`src/rtl/alu_seq_if.sv`:
```
// rtl/alu_seq_if.sv - operand/opcode request and result/flag response bundle for alu_seq
`ifndef ALU_SEQ_DEFS
`define ALU_SEQ_DEFS
`define WORD   8
`define OP_SUM 3'd0
`define OP_SUB 3'd1
`define OP_AND 3'd2
`define OP_XOR 3'd3
`define OP_OR  3'd4
`define OP_SHL 3'd5
`define OP_SHR 3'd6
`define OP_MUL 3'd7
`endif

interface alu_seq_if #(parameter int WIDTH = `WORD);
    logic             i_valid;
    logic             o_ready;
    logic [WIDTH-1:0] i_a;
    logic [WIDTH-1:0] i_b;
    logic [2:0]       i_opcode;
    logic             o_valid;
    logic             i_ready;
    logic [WIDTH-1:0] o_result;
    logic [WIDTH-1:0] o_result_hi;
    logic             o_zero;
    logic             o_cf;
    logic             o_of;

    modport slave (
        input  i_valid, i_a, i_b, i_opcode, i_ready,
        output o_ready, o_valid, o_result, o_result_hi, o_zero, o_cf, o_of
    );

    modport master (
        output i_valid, i_a, i_b, i_opcode, i_ready,
        input  o_ready, o_valid, o_result, o_result_hi, o_zero, o_cf, o_of
    );
endinterface

```
`src/rtl/alu_seq.sv`:
```
// rtl/alu_seq.sv - handshaked registered ALU; ALU_SEQ_MUL_EN adds a multi-cycle shift-add multiplier
`ifndef ALU_SEQ_DEFS
`define ALU_SEQ_DEFS
`define WORD   8
`define OP_SUM 3'd0
`define OP_SUB 3'd1
`define OP_AND 3'd2
`define OP_XOR 3'd3
`define OP_OR  3'd4
`define OP_SHL 3'd5
`define OP_SHR 3'd6
`define OP_MUL 3'd7
`endif

module alu_seq #(
    parameter int WIDTH = `WORD
) (
    input logic   i_clk,
    input logic   i_rst_n,
    alu_seq_if.slave bus
);
    localparam int SHW = $clog2(WIDTH);
    localparam int MSB = WIDTH - 1;

    typedef enum logic [1:0] {
        S_IDLE = 2'd0,
        S_DONE = 2'd1
`ifdef ALU_SEQ_MUL_EN
        , S_EXEC = 2'd2
`endif
    } state_t;

    state_t r_state;
    state_t w_state_next;

    logic [WIDTH-1:0] r_result;
    logic [WIDTH-1:0] r_result_hi;
    logic             r_zero;
    logic             r_cf;
    logic             r_of;

    logic             w_ready;
    logic             w_load;
    logic [WIDTH-1:0] w_res;
    logic             w_cf;
    logic             w_of;
    logic [SHW-1:0]   w_n;
    logic [WIDTH:0]   w_add;
    logic [WIDTH:0]   w_sub;
    logic [WIDTH:0]   w_shl;
    logic [WIDTH:0]   w_shr;

    // Extra guard bit on each shift catches the last bit shifted out; it is 0 when n == 0.
    assign w_n   = bus.i_b[SHW-1:0];
    assign w_add = {1'b0, bus.i_a} + {1'b0, bus.i_b};
    assign w_sub = {1'b0, bus.i_a} - {1'b0, bus.i_b};
    assign w_shl = {1'b0, bus.i_a} << w_n;
    assign w_shr = {bus.i_a, 1'b0} >> w_n;

    always_comb begin
        w_res = '0;
        w_cf  = 1'b0;
        w_of  = 1'b0;
        case (bus.i_opcode)
            `OP_SUM: begin
                w_res = w_add[WIDTH-1:0];
                w_cf  = w_add[WIDTH];
                w_of  = (bus.i_a[MSB] == bus.i_b[MSB]) & (w_add[MSB] != bus.i_a[MSB]);
            end
            `OP_SUB: begin
                w_res = w_sub[WIDTH-1:0];
                w_cf  = w_sub[WIDTH];
                w_of  = (bus.i_a[MSB] != bus.i_b[MSB]) & (w_sub[MSB] != bus.i_a[MSB]);
            end
            `OP_AND: w_res = bus.i_a & bus.i_b;
            `OP_XOR: w_res = bus.i_a ^ bus.i_b;
            `OP_OR:  w_res = bus.i_a | bus.i_b;
            `OP_SHL: begin
                w_res = w_shl[WIDTH-1:0];
                w_cf  = w_shl[WIDTH];
            end
            `OP_SHR: begin
                w_res = w_shr[WIDTH:1];
                w_cf  = w_shr[0];
            end
            default: ;
        endcase
    end

`ifdef ALU_SEQ_MUL_EN
    localparam logic [SHW-1:0] CNT_LAST = SHW'(WIDTH - 1);

    logic [SHW-1:0]     r_cnt;
    logic [WIDTH-1:0]   r_mcand;
    logic [2*WIDTH-1:0] r_prod;
    logic               w_is_mul;
    logic               w_start;
    logic               w_mul_done;
    logic [WIDTH:0]     w_step;
    logic [2*WIDTH-1:0] w_prod_next;

    // Right-shifting product register: multiplier starts in the low half and drains out bit by bit.
    assign w_is_mul    = (bus.i_opcode == `OP_MUL);
    assign w_step      = {1'b0, r_prod[2*WIDTH-1:WIDTH]} + (r_prod[0] ? {1'b0, r_mcand} : '0);
    assign w_prod_next = {w_step, r_prod[WIDTH-1:1]};
`endif

    always_comb begin
        w_state_next = r_state;
        w_ready      = 1'b0;
        w_load       = 1'b0;
`ifdef ALU_SEQ_MUL_EN
        w_start      = 1'b0;
        w_mul_done   = 1'b0;
`endif
        case (r_state)
            S_IDLE: w_ready = 1'b1;
            S_DONE: begin
                w_ready = bus.i_ready;
                if (bus.i_ready)
                    w_state_next = S_IDLE;
            end
`ifdef ALU_SEQ_MUL_EN
            S_EXEC: begin
                if (r_cnt == CNT_LAST) begin
                    w_mul_done   = 1'b1;
                    w_state_next = S_DONE;
                end
            end
`endif
            default: w_state_next = S_IDLE;
        endcase
        if (w_ready && bus.i_valid) begin
`ifdef ALU_SEQ_MUL_EN
            if (w_is_mul) begin
                w_start      = 1'b1;
                w_state_next = S_EXEC;
            end else begin
                w_load       = 1'b1;
                w_state_next = S_DONE;
            end
`else
            w_load       = 1'b1;
            w_state_next = S_DONE;
`endif
        end
    end

    always_ff @(posedge i_clk) begin
        if (!i_rst_n)
            r_state <= S_IDLE;
        else
            r_state <= w_state_next;
    end

    always_ff @(posedge i_clk) begin
        if (!i_rst_n) begin
            r_result    <= '0;
            r_result_hi <= '0;
            r_zero      <= 1'b0;
            r_cf        <= 1'b0;
            r_of        <= 1'b0;
`ifdef ALU_SEQ_MUL_EN
            r_cnt       <= '0;
            r_mcand     <= '0;
            r_prod      <= '0;
`endif
        end else begin
            if (w_load) begin
                r_result    <= w_res;
                r_result_hi <= '0;
                r_zero      <= (w_res == '0);
                r_cf        <= w_cf;
                r_of        <= w_of;
            end
`ifdef ALU_SEQ_MUL_EN
            if (w_start) begin
                r_cnt   <= '0;
                r_mcand <= bus.i_a;
                r_prod  <= {{WIDTH{1'b0}}, bus.i_b};
            end else if (r_state == S_EXEC) begin
                r_cnt  <= r_cnt + 1'b1;
                r_prod <= w_prod_next;
            end
            if (w_mul_done) begin
                r_result    <= w_prod_next[WIDTH-1:0];
                r_result_hi <= w_prod_next[2*WIDTH-1:WIDTH];
                r_zero      <= (w_prod_next[WIDTH-1:0] == '0);
                r_cf        <= (w_prod_next[2*WIDTH-1:WIDTH] != '0);
                r_of        <= 1'b0;
            end
`endif
        end
    end

    assign bus.o_ready     = w_ready;
    assign bus.o_valid     = (r_state == S_DONE);
    assign bus.o_result    = r_result;
    assign bus.o_result_hi = r_result_hi;
    assign bus.o_zero      = r_zero;
    assign bus.o_cf        = r_cf;
    assign bus.o_of        = r_of;
endmodule

```
`src/flat_wrapper.sv`:
```
// flat-port wrapper written by rule: the top's interface ports become plain ports
module alu_seq_flat 
#(
    parameter int WIDTH = `WORD
)
  (i_clk, i_rst_n, bus_i_valid, bus_i_a, bus_i_b, bus_i_opcode, bus_i_ready, bus_o_ready, bus_o_valid, bus_o_result, bus_o_result_hi, bus_o_zero, bus_o_cf, bus_o_of);
  alu_seq_if #(.WIDTH(WIDTH)) bus_i ();
  input logic i_clk;
  input logic i_rst_n;
  input wire logic [$bits(bus_i.i_valid)-1:0] bus_i_valid;
  input wire logic [$bits(bus_i.i_a)-1:0] bus_i_a;
  input wire logic [$bits(bus_i.i_b)-1:0] bus_i_b;
  input wire logic [$bits(bus_i.i_opcode)-1:0] bus_i_opcode;
  input wire logic [$bits(bus_i.i_ready)-1:0] bus_i_ready;
  output wire logic [$bits(bus_i.o_ready)-1:0] bus_o_ready;
  output wire logic [$bits(bus_i.o_valid)-1:0] bus_o_valid;
  output wire logic [$bits(bus_i.o_result)-1:0] bus_o_result;
  output wire logic [$bits(bus_i.o_result_hi)-1:0] bus_o_result_hi;
  output wire logic [$bits(bus_i.o_zero)-1:0] bus_o_zero;
  output wire logic [$bits(bus_i.o_cf)-1:0] bus_o_cf;
  output wire logic [$bits(bus_i.o_of)-1:0] bus_o_of;
  assign bus_i.i_valid = bus_i_valid;
  assign bus_i.i_a = bus_i_a;
  assign bus_i.i_b = bus_i_b;
  assign bus_i.i_opcode = bus_i_opcode;
  assign bus_i.i_ready = bus_i_ready;
  assign bus_o_ready = bus_i.o_ready;
  assign bus_o_valid = bus_i.o_valid;
  assign bus_o_result = bus_i.o_result;
  assign bus_o_result_hi = bus_i.o_result_hi;
  assign bus_o_zero = bus_i.o_zero;
  assign bus_o_cf = bus_i.o_cf;
  assign bus_o_of = bus_i.o_of;
  alu_seq #(.WIDTH(WIDTH)) u_core (.i_clk(i_clk), .i_rst_n(i_rst_n), .bus(bus_i));
endmodule
```
`config.mk`:
```
export PLATFORM = sky130hd
export DESIGN_NAME = alu_seq_flat
export DESIGN_NICKNAME = d
export VERILOG_FILES = /design/src/rtl/alu_seq_if.sv /design/src/rtl/alu_seq.sv /design/src/flat_wrapper.sv
export SDC_FILE = /design/constraint.sdc
export NUM_CORES = 1
export LEC_CHECK = 0
export ABC_AREA = 1
export CORE_ASPECT_RATIO = 1.4
export CORE_MARGIN = 1
export CORE_UTILIZATION = 50
export DETAILED_ROUTE_END_ITERATION = 16
export PLACE_DENSITY = 0.79
export SYNTH_ARGS = -nofsm -noshare
export SYNTH_HDL_FRONTEND = slang
export SYNTH_SLANG_ARGS = --single-unit
```
`constraint.sdc`:
```
create_clock -name i_clk -period 4.8 [get_ports i_clk]
set_clock_uncertainty 0.1 [all_clocks]
set_input_delay 0.96 -clock i_clk [delete_from_list [all_inputs] [get_ports i_clk]]
set_output_delay 0.96 -clock i_clk [all_outputs]
set_load 0.02 [all_outputs]
```
-- Word-level counts from Yosys, hierarchy flattened
Cells that the tools add are included.
W data, S select, Z words.
- bits in registers: 13
- output and inout port bits: 21
- logic and storage cells: 46
- $add $sub $neg: 2
- equality and inequality tests: 14
- shift-type cells: 2
- muxes and demuxes: 8
- bitwise logic cells: 7
- reductions and logical operators: 7
- operators with widths (operator ; count):
    $pmux W8 S7 ; 1
    $add A8 B8 Y9 ; 1
    $eq A3 B3 Y1 const B ; 3
    $shl A8 B3 Y9 ; 1
    $shr A9 B3 Y9 ; 1
    $sub A8 B8 Y9 ; 1
    $and A8 B8 Y8 ; 1
    $logic_not A8 Y1 ; 1
    $or A8 B8 Y8 ; 1
    $xor A8 B8 Y8 ; 1
    $eq A3 B2 Y1 const B ; 2
    $pmux W1 S2 ; 2
    $pmux W1 S4 ; 1
    $pmux W2 S2 ; 1
    $reduce_and A2 Y1 ; 2
    $eq A3 B1 Y1 const B ; 1
    $logic_not A3 Y1 ; 1
    $ne A1 B1 Y1 ; 3
    $ne A3 B2 Y1 const B ; 1
    $and A1 B1 Y1 ; 2
    $eq A2 B1 Y1 const B ; 1
    $logic_not A2 Y1 ; 1
    $mux W1 ; 2
    $mux W2 ; 1
    other kinds (6) ; 7

-- Longest topological paths before layout
- depth in word-level cells: 5
- mapped depth: 16
- depth with buffers taken out: 15

-- Worst setup path after synthesis
No wires, ideal clock.
- path kind: input -> register
- from: in bus_i_b[1]
- to: reg u_core.r_zero, in the netlist u_core.bus.o_zero
- setup time: 70 ps
- arrival: 2502 ps
- path slack: 2129 ps
- stages on the path: 16
- buffers on the path: 2
- cells stage by stage: buf_6 > inv_4 > buf_6 > fa_1 > inv_1 > nand3_1 > nand2_1 > clkinv_1 > nand2_1 > nor2_1 > nand2_1 > nor2_1 > nand3_1 > nor2_1 > nand2_1 > a21oi_1
- word-level cells in the longest chain between the ends: 3
- elaborated cells between the ends (all ways): 9
- classes of those cells: add/sub: 2; shift: 2; mux: 1; bitwise: 3; reduce/logical: 1
- RTL lines (item ; RTL line ; source):
    from (decl) ; flat_wrapper.sv:12 ; input wire logic [$bits(bus_i.i_b)-1:0] bus_i_b;
    $sub A8 B8 Y9, or another cell as far along ; alu_seq.sv:56 ; assign w_sub = {1'b0, bus.i_a} - {1'b0, bus.i_b};
    $pmux W8 S7 (*) ; alu_seq.sv:64 ; case (bus.i_opcode)
    $logic_not A8 Y1 (*) ; alu_seq.sv:172 ; r_zero <= (w_res == '0);
    to (signal assigned) ; alu_seq.sv:172 ;
    to (decl) ; alu_seq.sv:38 ; logic r_zero;
Mark *: on every way between the ends. The rest lies on a longest branch, timed or not.
A chain may end at the register's enable or synchronous reset.

-- Worst setup path after layout
- from: in bus_i_b[0]
- to: reg u_core.r_zero, in the netlist u_core.bus.o_zero
The elaborated chain is that of the path after synthesis.

==> results_dict.tcl <==
set metrics [dict create \
    status "completed" \
    holdPathEnd "u_core.bus.o_cf" \
    critPathMaxFanout 12 \
    grt_pass1_wl_um 10690 \
    rsz0062_at_grt "no" \
    max_freq_ghz 0.2955 \
    drv_slew 0 \
    ant_nets 0 \
    clk_pin_slew_ns 0.05 \
    io_buffers 35 \
    fin_nets 493 \
    r2r_slack_ns 3.05 \
    start_util_pct 52.06 \
    drc 0 \
    fin_tns_setup_ns 0 \
    synth_cell_type_count 32 \
    p_sw_share_pct 42.27 \
    place_congestion 0.9214 \
    wl_per_cell_um 13.19 \
    coreArea_mm2 0.004499 \
    layout-drive-gt1-share_pct 4.751 \
    worstSkewPairLatency_ns 0.24 \
    arrival_ns 3.46 \
    cts_max_level 1 \
    slowest_delay_ns 0.76 \
    dpl.hpwl_um 5430 \
    path_cells "clkdlybuf4s50_1 > ha_1 > inv_1 > fa_1 > inv_1 > nand2_1 > nand2_1 > nand2_1 > nand3_1 > nand3_1 > nor2_1 > nand3_1 > nor2_1 > nand2_1 > a21oi_1" \
    die_y_um 82.99 \
    p_int_uw 269.9 \
    first_iter_violations 182 \
    r2r_cells 7 \
    crit_path_top_delay_cell "clkdlybuf4s50_1" \
    cpMostUsedCell "nand2_1" \
    syn_avg_cell_area_um2 5.658 \
    final_cells 504 \
    hold_path.class "register to register" \
    hold_violations 0 \
    combPwrFrac_pct 52.6 \
    postRouteWirelength_um 6649 \
    cts_resized 0 \
    tightest_slew_ns 0.6629 \
    clkPwrFrac_pct 23.6 \
    clock-sinks 12 \
    place_ws_ns 1.150 \
    vias 2718 \
    post_cts_buffers 0 \
    syn_to_final_growth_pct 15.97 \
    syn-cell-area_mm2 0.002342 \
    cts_tree "done" \
    ys_warn_count 0 \
    fin_crit_sh_pct 70.51 \
    cp_num_buf_inv 3 \
    cts_buffers 3 \
    p_seq_share_pct 23.9 \
    drt-vias-per-instance 5.393 \
    nFillCells 485 \
    hold-path-cell-count 2 \
    critPathLaunchType "input port" \
    die_w_um 59.85 \
    drt_first_pass_iters 5 \
    clock_path_buffers 2 \
    hp-start "u_core.bus.o_cf" \
    cp.required_ns 4.88 \
    p_sw_uw 197.6 \
    crit_type "input port to register" \
    rr_endpoint "u_core.bus.o_zero" \
    rows 29 \
    io_pins 44 \
    ys_seq_area_share_pct 10.26 \
    die_area_mm2 0.004966 \
    rr_startpoint "u_core.r_state[0]" \
    cp_top_family "buffers and inverters" \
    setup-violations-final 0 \
    grt_usage_pct 27.38 \
    diodes 0 \
    cap_violations 0 \
    root_buffer "clkbuf_8" \
    grt-ovfl-total 0 \
    cp.depth 15 \
    ctsHoldBuffers 0 \
    maxSlewHeadroom_pct 55.67 \
    first_global_vias 2351 \
    worstSetupEndpointType "register" \
    place_inst 500 \
    grt_start_max_net_pins 21 \
    p_per_area_mw_per_mm2 172.1 \
    antenna_found_initial 0 \
    fin_ws_ns 1.416 \
    vdd_ir_drop_max_uv 60.02 \
    timing.final.crit_period_ns 3.384 \
    postSynthCellCount 414 \
    ys_ff_latch 12 \
    power.leakage_uw 0.001442 \
]
## registers in the layout, summed over array words and instances (netlist names)
register / cells
u_core.bus.o_of: 1
u_core.bus.o_cf: 1
u_core.bus.o_zero: 1
u_core.bus.o_result: 8
u_core.r_state: 1
## through the flow
| step | total power (uW) | hold slack (ns) | utilization, % | instance area [um^2] |
|---|---|---|---|---|
| 6_report | 467.5 | 0.3643 | 60.37 | 2716 |
| 5_1_grt | 501.5 | 0.3884 | 60.37 | 2716 |
| 4_1_cts | 466.1 | 0.3650 | 60.37 | 2716 |
| 3_5_place_dp | 356.3 | 0.3566 | 59.15 | 2661 |
| 3_3_place_gp | 354.0 | 0.3540 | 59.15 | 2661 |
| 2_1_floorplan | 285.9 | 0.4450 | - | 2369 |
## cell usage after synthesis
master | n | area share [%]
buf_4 | 12 | 3.8
a21oi_2 | 1 | 0.37
inv_1 | 58 | 9.3
a21oi_1 | 13 | 2.8
inv_2 | 2 | 0.32
nand3_1 | 84 | 18
nor3_2 | 2 | 0.85
o211ai_1 | 6 | 1.9
buf_6 | 3 | 1.4
xor2_1 | 1 | 0.37
nand3b_1 | 3 | 0.96
clkinv_1 | 2 | 0.32
conb_1 | 1 | 0.16
o21ai_0 | 12 | 2.6
inv_6 | 1 | 0.37
buf_2 | 3 | 0.64
inv_4 | 2 | 0.53
fa_1 | 2 | 1.7
ha_1 | 25 | 13
dfxtp_1 | 12 | 10
nand3_2 | 1 | 0.43
nand2_2 | 1 | 0.27
clkbuf_1 | 1 | 0.16
o22ai_1 | 1 | 0.27
nand4_1 | 8 | 2.1
nor2_1 | 33 | 5.3
nor2_2 | 5 | 1.3
nand2_1 | 114 | 18
or2_0 | 1 | 0.27
nand3_4 | 1 | 0.75
nor3_1 | 2 | 0.43
xnor2_1 | 1 | 0.37
## worst register-to-register path, stage by stage (launching register included)
cell	delay, ns
dfxtp_1	0.31
nand2_1	0.10
nand2_1	0.20
inv_1	0.37
nand3_1	0.22
nor3_2	0.21
nand2_1	0.07
a21oi_1	0.11
## layout by cell type (no fill, tap or decap), types with 2 or more instances in the layout
cell | synthesis | routed
nor2_1 | 33 | 33
ha_1 | 25 | 25
o21ai_0 | 12 | 12
clkdlybuf4s50_1 | 0 | 35
nand4_1 | 8 | 8
nor3_2 | 2 | 2
inv_4 | 2 | 2
nand3_1 | 84 | 84
dfxtp_1 | 12 | 12
inv_2 | 2 | 2
conb_1 | 1 | 8
fa_1 | 2 | 2
clkinv_1 | 2 | 2
a21oi_1 | 13 | 13
o211ai_1 | 6 | 6
nand2_1 | 114 | 114
nor3_1 | 2 | 2
nor2_2 | 5 | 5
inv_1 | 58 | 58
nand3b_1 | 3 | 3
clkbuf_8 | 0 | 4
## metal layers
| metal | track usage [%] | routed length [um] | vias to the layer above |
|---|---|---|---|
| li1 | - | - | 1373 |
| met1 | 35.57 | 2648 | 1229 |
| met2 | 46.06 | 3370 | 102 |
| met3 | 1.558 | 422 | 14 |
| met4 | 10.15 | 207 | 0 |
| met5 | 0 | 0 | - |
## cells by family after synthesis
group	synth area share [%]
AO/OA/AOI/OAI	7.906
XOR/XNOR	0.7480
adder cells (fa/ha/maj)	15.06
buffers and inverters	16.93
flip-flops	10.26
other	0.1601
AND/OR/NAND/NOR	48.93
## worst max-delay path by stage
stage / end / start
final: u_core.bus.o_zero / bus_i_b[0]
after global routing: u_core.bus.o_zero / bus_i_b[0]
after CTS: u_core.bus.o_zero / bus_i_b[0]
after detailed placement: u_core.bus.o_zero / bus_i_b[0]
after global placement: u_core.bus.o_zero / bus_i_b[0]
after floorplan: u_core.bus.o_zero / bus_i_b[1]
## final cells by class
class	instances	area [um^2]	share of cell area (%)
flip-flops and latches	12	240.2	8.844
multi-input cells	325	1732	63.75
clock buffers	4	55.05	2.027
well taps	62	77.57	2.856
inverters	65	254.0	9.351
repair buffers	36	357.8	13.17
## power by group through the flow
stage	logic (uW)	clock network [uW]	registers, uW
2_1_floorplan	163	0	123
3_3_place_gp	241	0	113
3_5_place_dp	243	0	114
4_1_cts	244	110	112
5_1_grt	274	115	112
6_report	246	110	112
Note: power is estimated with default switching activity, not from simulation.
